==> src/rtl/uart_pkg.sv <==
// Shared types and helpers for the configurable UART transmit path.
package uart_pkg;

  typedef enum logic {
    IDLE = 1'b0,
    XMIT = 1'b1
  } state_t;

  // Start + up to one parity + up to two stop bits on top of the data bits.
  localparam int unsigned FRAME_EXTRA = 4;
  localparam int unsigned PAR_MAX_W   = 9;

  function automatic int unsigned frame_w(input int unsigned data_bits);
    return data_bits + FRAME_EXTRA;
  endfunction

  function automatic logic parity(input logic [PAR_MAX_W-1:0] data, input logic odd);
    return (^data) ^ odd;
  endfunction

endpackage

==> src/rtl/uart_tx_q.sv <==
// Transmit queue storage: synchronous write, combinational read, no reset.
module uart_tx_q #(
  parameter int unsigned DATA_BITS = 8,
  parameter int unsigned DEPTH     = 128
) (
  input  logic                     clk,
  input  logic                     we,
  input  logic [$clog2(DEPTH)-1:0] waddr,
  input  logic [DATA_BITS-1:0]     wdata,
  input  logic [$clog2(DEPTH)-1:0] raddr,
  output logic [DATA_BITS-1:0]     rdata
);

  logic [DATA_BITS-1:0] mem [DEPTH];

  always_ff @(posedge clk) begin
    if (we) mem[waddr] <= wdata;
  end

  assign rdata = mem[raddr];

endmodule

==> src/rtl/uart_tx_cfg.sv <==
// Buffered UART transmitter with per-frame parity/stop configuration,
// flush, overflow detection and gap-free back-to-back frames.
module uart_tx_cfg
  import uart_pkg::*;
#(
  parameter int unsigned DATA_BITS = 8,
  parameter int unsigned DEPTH     = 128,
  parameter int unsigned BAUD_W    = 13
) (
  input  logic                   clk,
  input  logic                   rst_n,
  input  logic                   trmt,
  input  logic [DATA_BITS-1:0]   tx_data,
  input  logic                   flush,
  input  logic [BAUD_W-1:0]      baud_reload,
  input  logic                   par_en,
  input  logic                   par_odd,
  input  logic                   stop2,
  output logic                   TX,
  output logic                   busy,
  output logic                   tx_done,
  output logic                   queue_full,
  output logic                   queue_empty,
  output logic [$clog2(DEPTH):0] entries_left,
  output logic                   overflow
);

  localparam int unsigned AW = $clog2(DEPTH);
  localparam int unsigned PW = AW + 1;
  localparam int unsigned FW = frame_w(DATA_BITS);
  localparam int unsigned CW = $clog2(FW + 1);

  state_t              state_q, state_d;
  logic                load;
  logic                wr_en;
  logic                bit_end;
  logic                last_clk;
  logic [PW-1:0]       wrt_ptr, rd_ptr, occupancy;
  logic [DATA_BITS-1:0] rdata;
  logic [FW-1:0]       shift_q, frame;
  logic [CW-1:0]       bit_cnt, bit_total, bit_total_new;
  logic [BAUD_W-1:0]   baud_cnt;

  // Queue status straight from the registered pointers.
  assign occupancy    = wrt_ptr - rd_ptr;
  assign queue_full   = (occupancy == PW'(DEPTH));
  assign queue_empty  = (wrt_ptr == rd_ptr);
  assign entries_left = PW'(DEPTH) - occupancy;
  assign wr_en        = trmt & ~queue_full & ~flush;

  assign bit_end  = (baud_cnt == '0);
  assign last_clk = (state_q == XMIT) && bit_end && (bit_cnt == bit_total - CW'(1));

  uart_tx_q #(
    .DATA_BITS(DATA_BITS),
    .DEPTH    (DEPTH)
  ) u_q (
    .clk  (clk),
    .we   (wr_en),
    .waddr(wrt_ptr[AW-1:0]),
    .wdata(tx_data),
    .raddr(rd_ptr[AW-1:0]),
    .rdata(rdata)
  );

  // Frame image for the head-of-queue word using the live configuration.
  always_comb begin
    frame                = '1;
    frame[0]             = 1'b0;
    frame[DATA_BITS:1]   = rdata;
    if (par_en) frame[DATA_BITS+1] = parity(PAR_MAX_W'(rdata), par_odd);
    bit_total_new = CW'(DATA_BITS + 2) + CW'(par_en) + CW'(stop2);
  end

  always_ff @(posedge clk or negedge rst_n) begin
    if (!rst_n) state_q <= IDLE;
    else        state_q <= state_d;
  end

  always_comb begin
    state_d = state_q;
    load    = 1'b0;
    case (state_q)
      IDLE: begin
        if (~queue_empty & ~flush) begin
          load    = 1'b1;
          state_d = XMIT;
        end
      end
      XMIT: begin
        if (last_clk) begin
          if (~queue_empty & ~flush) load = 1'b1;
          else                       state_d = IDLE;
        end
      end
      default: state_d = IDLE;
    endcase
  end

  // Flush discards everything queued; a same-cycle write is already blocked.
  always_ff @(posedge clk or negedge rst_n) begin
    if (!rst_n) begin
      wrt_ptr <= '0;
      rd_ptr  <= '0;
    end else begin
      if (wr_en) wrt_ptr <= wrt_ptr + PW'(1);
      if (flush)     rd_ptr <= wrt_ptr;
      else if (load) rd_ptr <= rd_ptr + PW'(1);
    end
  end

  always_ff @(posedge clk or negedge rst_n) begin
    if (!rst_n) begin
      shift_q   <= '1;
      bit_cnt   <= '0;
      bit_total <= '0;
      baud_cnt  <= '0;
    end else if (load) begin
      shift_q   <= frame;
      bit_cnt   <= '0;
      bit_total <= bit_total_new;
      baud_cnt  <= baud_reload;
    end else if (state_q == XMIT) begin
      if (bit_end) begin
        shift_q  <= {1'b1, shift_q[FW-1:1]};
        baud_cnt <= baud_reload;
        bit_cnt  <= bit_cnt + CW'(1);
      end else begin
        baud_cnt <= baud_cnt - BAUD_W'(1);
      end
    end
  end

  // tx_done is set one clock early so it coincides with the last stop-bit clock.
  always_ff @(posedge clk or negedge rst_n) begin
    if (!rst_n) begin
      tx_done  <= 1'b0;
      overflow <= 1'b0;
      busy     <= 1'b0;
    end else begin
      tx_done  <= (state_q == XMIT) && (bit_cnt == bit_total - CW'(1)) &&
                  (baud_cnt == BAUD_W'(1));
      overflow <= trmt & queue_full;
      busy     <= (state_d == XMIT);
    end
  end

  assign TX = shift_q[0];

endmodule

==> config.mk <==
export PLATFORM = sky130hd
export DESIGN_NAME = uart_tx_cfg
export DESIGN_NICKNAME = d
export VERILOG_FILES = /design/src/rtl/uart_pkg.sv /design/src/rtl/uart_tx_q.sv /design/src/rtl/uart_tx_cfg.sv
export SDC_FILE = /design/constraint.sdc
export NUM_CORES = 1
export LEC_CHECK = 0
export CAP_MARGIN = 20
export CORE_MARGIN = 3
export CORE_UTILIZATION = 63
export DETAILED_ROUTE_END_ITERATION = 7
export PLACE_DENSITY = 0.8
export SLEW_MARGIN = 0
export SYNTH_ARGS = -nofsm -noshare
export SYNTH_HDL_FRONTEND = slang
export SYNTH_SLANG_ARGS = --single-unit
==> constraint.sdc <==
create_clock -name clk -period 5.3 [get_ports clk]
set_input_delay 1.325 -clock clk [delete_from_list [all_inputs] [get_ports clk]]
set_output_delay 1.325 -clock clk [all_outputs]
set_load 0.01 [all_outputs]
Word level (Yosys, flattened, before mapping)
Memories as Yosys holds them, arrays and structs flattened.
Cells that the tools add are included.
Cells by class
  reduce and logical (&&, ||, !) cells: 10
  equal/unequal tests: 4
  add/sub/neg operators: 9
  bitwise gates (word level): 9
  mux-type cells: 19
Operators with widths (number)
  $mux W13: 3
  $mux W12: 3
  $add A8 B1 Y8 const B: 2
  $mux W8: 2
  $eq A13 B1 Y1 const B: 1
  $logic_not A13 Y1: 1
  $sub A13 B1 Y13 const B: 1
  $mux W4: 3
  $reduce_xor A9 Y1: 1
  $eq A8 B8 Y1: 1
  $eq A8 B8 Y1 const B: 1
  $sub A8 B8 Y8: 1
  $sub A8 B8 Y8 const A: 1
  $mux W1: 6
  $reduce_bool A2 Y1: 3
  $add A4 B1 Y4: 1
  $add A4 B1 Y4 const A: 1
  $add A4 B1 Y4 const B: 1
  $and A1 B1 Y1: 4
  $eq A4 B4 Y1: 1
  $logic_and A1 B1 Y1: 4
  $not A1 Y1: 4
  $pmux W1 S2: 2
  $sub A4 B1 Y4 const B: 1
  2 further kinds: 2
Word-level totals
  output and inout port bits: 14
  bits in writable memories: 1024
  input bits: 28
  word-level logic and storage cells: 61
  memories kept: 1
  register bits after elaboration: 52
Memory list
  u_q.mem: words 128, width 8, read ports 1, clocked after memory_dff 0, wr ports 1, line uart_tx_q.sv:14  | logic [DATA_BITS-1:0] mem [DEPTH];

Depth between registers and ports, before layout
  depth after elaboration: 8
  depth in mapped cells: 18
  gate-level depth less buffers: 14

Hierarchy
A second synthesis with hierarchy kept.
Second synthesis, totals
  cells, all modules: 2003
  area, all modules: 42843.6 um2
Modules (own cells, without submodules)
  uart_tx_q: instances 1, cells each 1627, area each 39505.4 um2
  uart_tx_cfg: instances 1, cells each 376, area each 3338.2 um2

Worst setup path before layout
OpenSTA, ideal clock, no wires.
  path kind: flip-flop to flip-flop
  start: register rd_ptr[1]
  end: memory u_q.mem[111][0], enable pin
  slack: 593 ps
  stages on the path, launching flop included: 17
  data arrival time: 4337 ps
  path buffers: 4
  library setup time: 370 ps
  required time: 4930 ps
  path through: dfrtp_1 buf_4 inv_1 clkbuf_1 clkbuf_1 ha_1 nor2b_1 o21ai_0 a21boi_0 o21ai_0 a21boi_1 o21ai_0 nand3_1 a311oi_1 nand3_1 clkbuf_1 nor2_1
On the way
  longest elaborated chain between the ends: 7
RTL lines
  start: declaration: line uart_tx_cfg.sv:38  | logic [PW-1:0] wrt_ptr, rd_ptr, occupancy;
  start signal: assignment: line uart_tx_cfg.sv:107  | if (flush) rd_ptr <= wrt_ptr;
  start signal: assignment: line uart_tx_cfg.sv:108  | else if (load) rd_ptr <= rd_ptr + PW'(1);
  $sub A8 B8 Y8: line uart_tx_cfg.sv:45  | assign occupancy = wrt_ptr - rd_ptr;
  $eq A8 B8 Y1: line uart_tx_cfg.sv:46  | assign queue_full = (occupancy == PW'(DEPTH));
  $not A1 Y1: line uart_tx_cfg.sv:49  | assign wr_en = trmt & ~queue_full & ~flush;
  $and A1 B1 Y1 (2 in a row): line uart_tx_cfg.sv:49
  $mux W1: line uart_tx_q.sv:17  | if (we) mem[waddr] <= wdata;
  $mux W1 (not written as such): line uart_tx_q.sv:17
  end: declaration: line uart_tx_q.sv:14
Every way passes these cells.

Worst setup path after layout
  start: register rd_ptr[1]
  end: output port entries_left[6]
On the way
  longest elaborated chain between the ends: 2
RTL lines
  $sub A8 B8 Y8: line uart_tx_cfg.sv:45
  $sub A8 B8 Y8: line uart_tx_cfg.sv:48  | assign entries_left = PW'(DEPTH) - occupancy;
  end: declaration: line uart_tx_cfg.sv:24  | output logic [$clog2(DEPTH):0] entries_left,
Every way passes these cells.

==> summary.md <==
| Metric | Value |
|---|---|
| Drt drc | 0 |
| Root Buffer | clkbuf_16 |
| Mapped Nets | 2242 |
| P_sw | 6.88 mW |
| Dpl ws | 677 ps |
| Initial antenna violation count | 0 |
| Layout net count | 2316 |
| Worst-margin pin slew | 1290 ps |
| First-pass GRT wire length | 154000 µm |
| Routed vias | 22617 |
| Area delta synth->final | 10.9% |
| Slowest cell delay on critical path | 560 ps |
| Sw Ratio | 29.5% |
| Sequential-to-total area share from yosys stat | 74.6% |
| Vias in the first global route | 23043 |
| Setup crit end kind | primary output |
| Commonest non-fill, non-tap cells in the layout | edfxtp_1, mux4_2, nor2_1 |
| Post-synthesis area per instance | 19.5 µm² |
| Max-cap viol count | 0 |
| Clk sinks | 1074 |
| DP Area | 44200 µm² |
| Overflow after GRT | 0 |
| Period minus WS final | 5140 ps |
| Die Span X | 267 µm |
| Worst-path clk slew | 70 ps |
| Unique masters post-synth | 67 |
| Buffers on Ports | 41 |
| Total CTS buffers | 102 |
| Max Slew Vio Count | 0 |
| Crit-path max FO | 3 |
| Util after Layout | 70.7% |
| Gr usage total | 29.9% |
| Starting Density | 63.8% |
| H-tree lvl count | 3 |
| Crit path cell chain | inv_1 -> ha_1 -> nor2b_1 -> o21ai_0 -> a21boi_0 -> o21ai_0 -> nor3b_1 -> nor2_1 -> nor4_1 -> nor2_1 -> nor2_1 -> clkdlybuf4s50_1 |
| Crit Path Class | reg2out |
| CP arrival | 3820 ps |
| Final setup vio count | 0 |
| Post-synth EDFFs | 1024 |
| Sequential share of power | 41.5% |
| Final Non-Filler Cells | 3232 |
| LEAKAGE | 15.1 nW |
| Ys flop type | edfxtp_1 |
| Share of cells above drive strength 1 | 20.6% |
| WP data required | 3970 ps |
| Yosys reg bits | 1074 |
| Cell mode on critical path | nor2_1 |
| Routed Antenna Nets | 0 |
| Final worst slack | 158 ps |
| Iter 0 DRT Violations | 3486 |
| Die Ht | 267 µm |
| Clock share of power | 31.7% |
| Hold Fails Final Rpt | 0 |
| Largest net degree at the start of global routing | 140 |
| Top-Level Pins | 42 |
| Clock skew | 28.1 ps |
| Yosys warns | 0 |
| VDD IR max | 0.602 mV |
| Area of the core | 67300 µm² |
| Routability Congestion | 0.909 |
| Crit share post-route | 97.0% |
| Routed length per instance | 32.0 µm |
| Inst Count DP | 3039 |
| Hold Crit Class | reg2reg |
| Detailed-route wire length | 103000 µm |
| Skew-Pair Late Insertion Delay | 670 ps |
| First-pass detailed-route iteration total | 6 |
| Die area | 71300 µm² |
| Total negative setup slack | 0 ps |
| Number of antenna diodes | 0 |
| Int Pwr | 16.5 mW |
| Fin area | 47600 µm² |
| Max Root-Sink Buffers | 3 |
| Cell area after synthesis | 42900 µm² |
| Status | finished, final reports clean |
| HPWL after DPL | 59800 µm |
| RSZ-0062 raised after global routing | true |
| Mapped Cells | 2196 |
| Number of cell rows | 95 |
| Crit-path slowest cell | clkdlybuf4s50_1 |
| Maximum achievable frequency | 0.194 GHz |
| Async SR Flop Fraction | 4.66% |
| Worst setup SP type | flop |
| Max_slew headroom | 13.9% |
| CTS tree | built |
| Vias per cell | 7.00 |
| Hold-fix buffers, CTS | 0 |
| Power per cell area | 491 nW/µm² |
| Flop2flop setup slack | 630 ps |
| Commonest non-fill, non-tap cell in the layout | edfxtp_1 |
| Logic pwr share | 26.8% |
## sequential cells by signal (all words and copies together), names as in the netlist
register,count
shift_q,10
baud_cnt,13
u_q.mem,1024
overflow,1
tx_done,1
busy,1
wrt_ptr,8
bit_cnt,4
bit_total,4
rd_ptr,8
## what timing repair did
item	4_1_cts	5_1_grt
setup buffers	0	0
resized for setup	0	8
endpoints found under the setup margin	0	3
## layout make-up
class	count	area, µm²
Clock buffer	131	2680
Clock inverter	62	727
Fill cell	3802	19700
Inverter	23	87.6
Multi-Input combinational cell	982	10200
Sequential cell	1074	32000
Tap cell	873	1090
Timing Repair Buffer	87	803
## final timing paths
| path | from | endpoint | depth (start not counted) |
|---|---|---|---|
| max | rd_ptr[1]$_DFFE_PN0P_ | entries_left[6] | 12 |
| min | shift_q[9]$_DFFE_PN1P_ | shift_q[9]$_DFFE_PN1P_ | 2 |
| max reg2reg | rd_ptr[0]$_DFFE_PN0P_ | shift_q[9]$_DFFE_PN1P_ | 12 |
| min reg2reg | shift_q[9]$_DFFE_PN1P_ | shift_q[9]$_DFFE_PN1P_ | 2 |
| max in group asynchronous | rst_n | rd_ptr[0]$_DFFE_PN0P_ | 2 |
| min in group asynchronous | rst_n | baud_cnt[10]$_DFFE_PN0P_ | 2 |
## per-stage QoR
stage	hold WS, ps	power (mW)
after floorplan	439	14.0
after CTS	476	23.3
after global placement	453	15.8
after global routing	501	24.0
after detailed placement	467	15.9
final	481	23.3
## cell usage after synthesis, types with 11 or more instances
master	number	area (µm²)
a21oi_1	38	190
a221oi_1	17	149
a22oi_1	16	120
a31oi_1	11	68.8
buf_2	20	100
buf_4	21	158
clkbuf_1	54	203
dfrtp_1	40	1000
edfxtp_1	1024	30700
ha_1	17	213
inv_1	20	75.1
mux2i_1	84	841
mux4_2	250	5630
nand2_1	103	387
nand3_1	25	125
nor2_1	179	672
nor2b_1	11	68.8
nor3_1	13	65.1
o21ai_0	65	325
xnor2_1	23	201
xor2_1	11	96.3
## metal layers
| layer | vias to the layer above | part of all wire, % | global-route usage [%] | wire length (µm) |
|---|---|---|---|---|
| met5 | - | 0 | 0 | 0 |
| met4 | 0 | 5.4 | 14.1 | 5560 |
| met3 | 369 | 11 | 6.03 | 11300 |
| met2 | 1598 | 48 | 46.6 | 49400 |
| met1 | 11546 | 36 | 41.6 | 37000 |
| li1 | 9104 | - | - | - |
## logic make-up after synthesis
family,count (synthesis),synth area share (%)
flops,1074,74.6
simple gates,378,3.81
mux,341,15.4
compound gates,210,3.22
buf+inv,140,1.73
xor+xnor,35,0.746
fa+ha+maj,18,0.542
## critical path, delay by kind of cell, from the launching register on
family | cells | cell delay [ps]
AOI/OAI and AO/OA | 3 | 620
adders and majority gates | 1 | 260
DFF | 1 | 500
and+or+nand+nor | 6 | 1080
buffers and inverters | 2 | 690
## power by group through the flow
stage	logic, mW	clock network (mW)	registers, mW
2_1_floorplan	4.21	0	9.76
3_3_place_gp	5.95	0	9.84
3_5_place_dp	6.09	0	9.86
4_1_cts	6.16	7.47	9.68
5_1_grt	6.55	7.79	9.71
6_report	6.25	7.41	9.69
No activity file was read; power rests on OpenSTA's default activity.
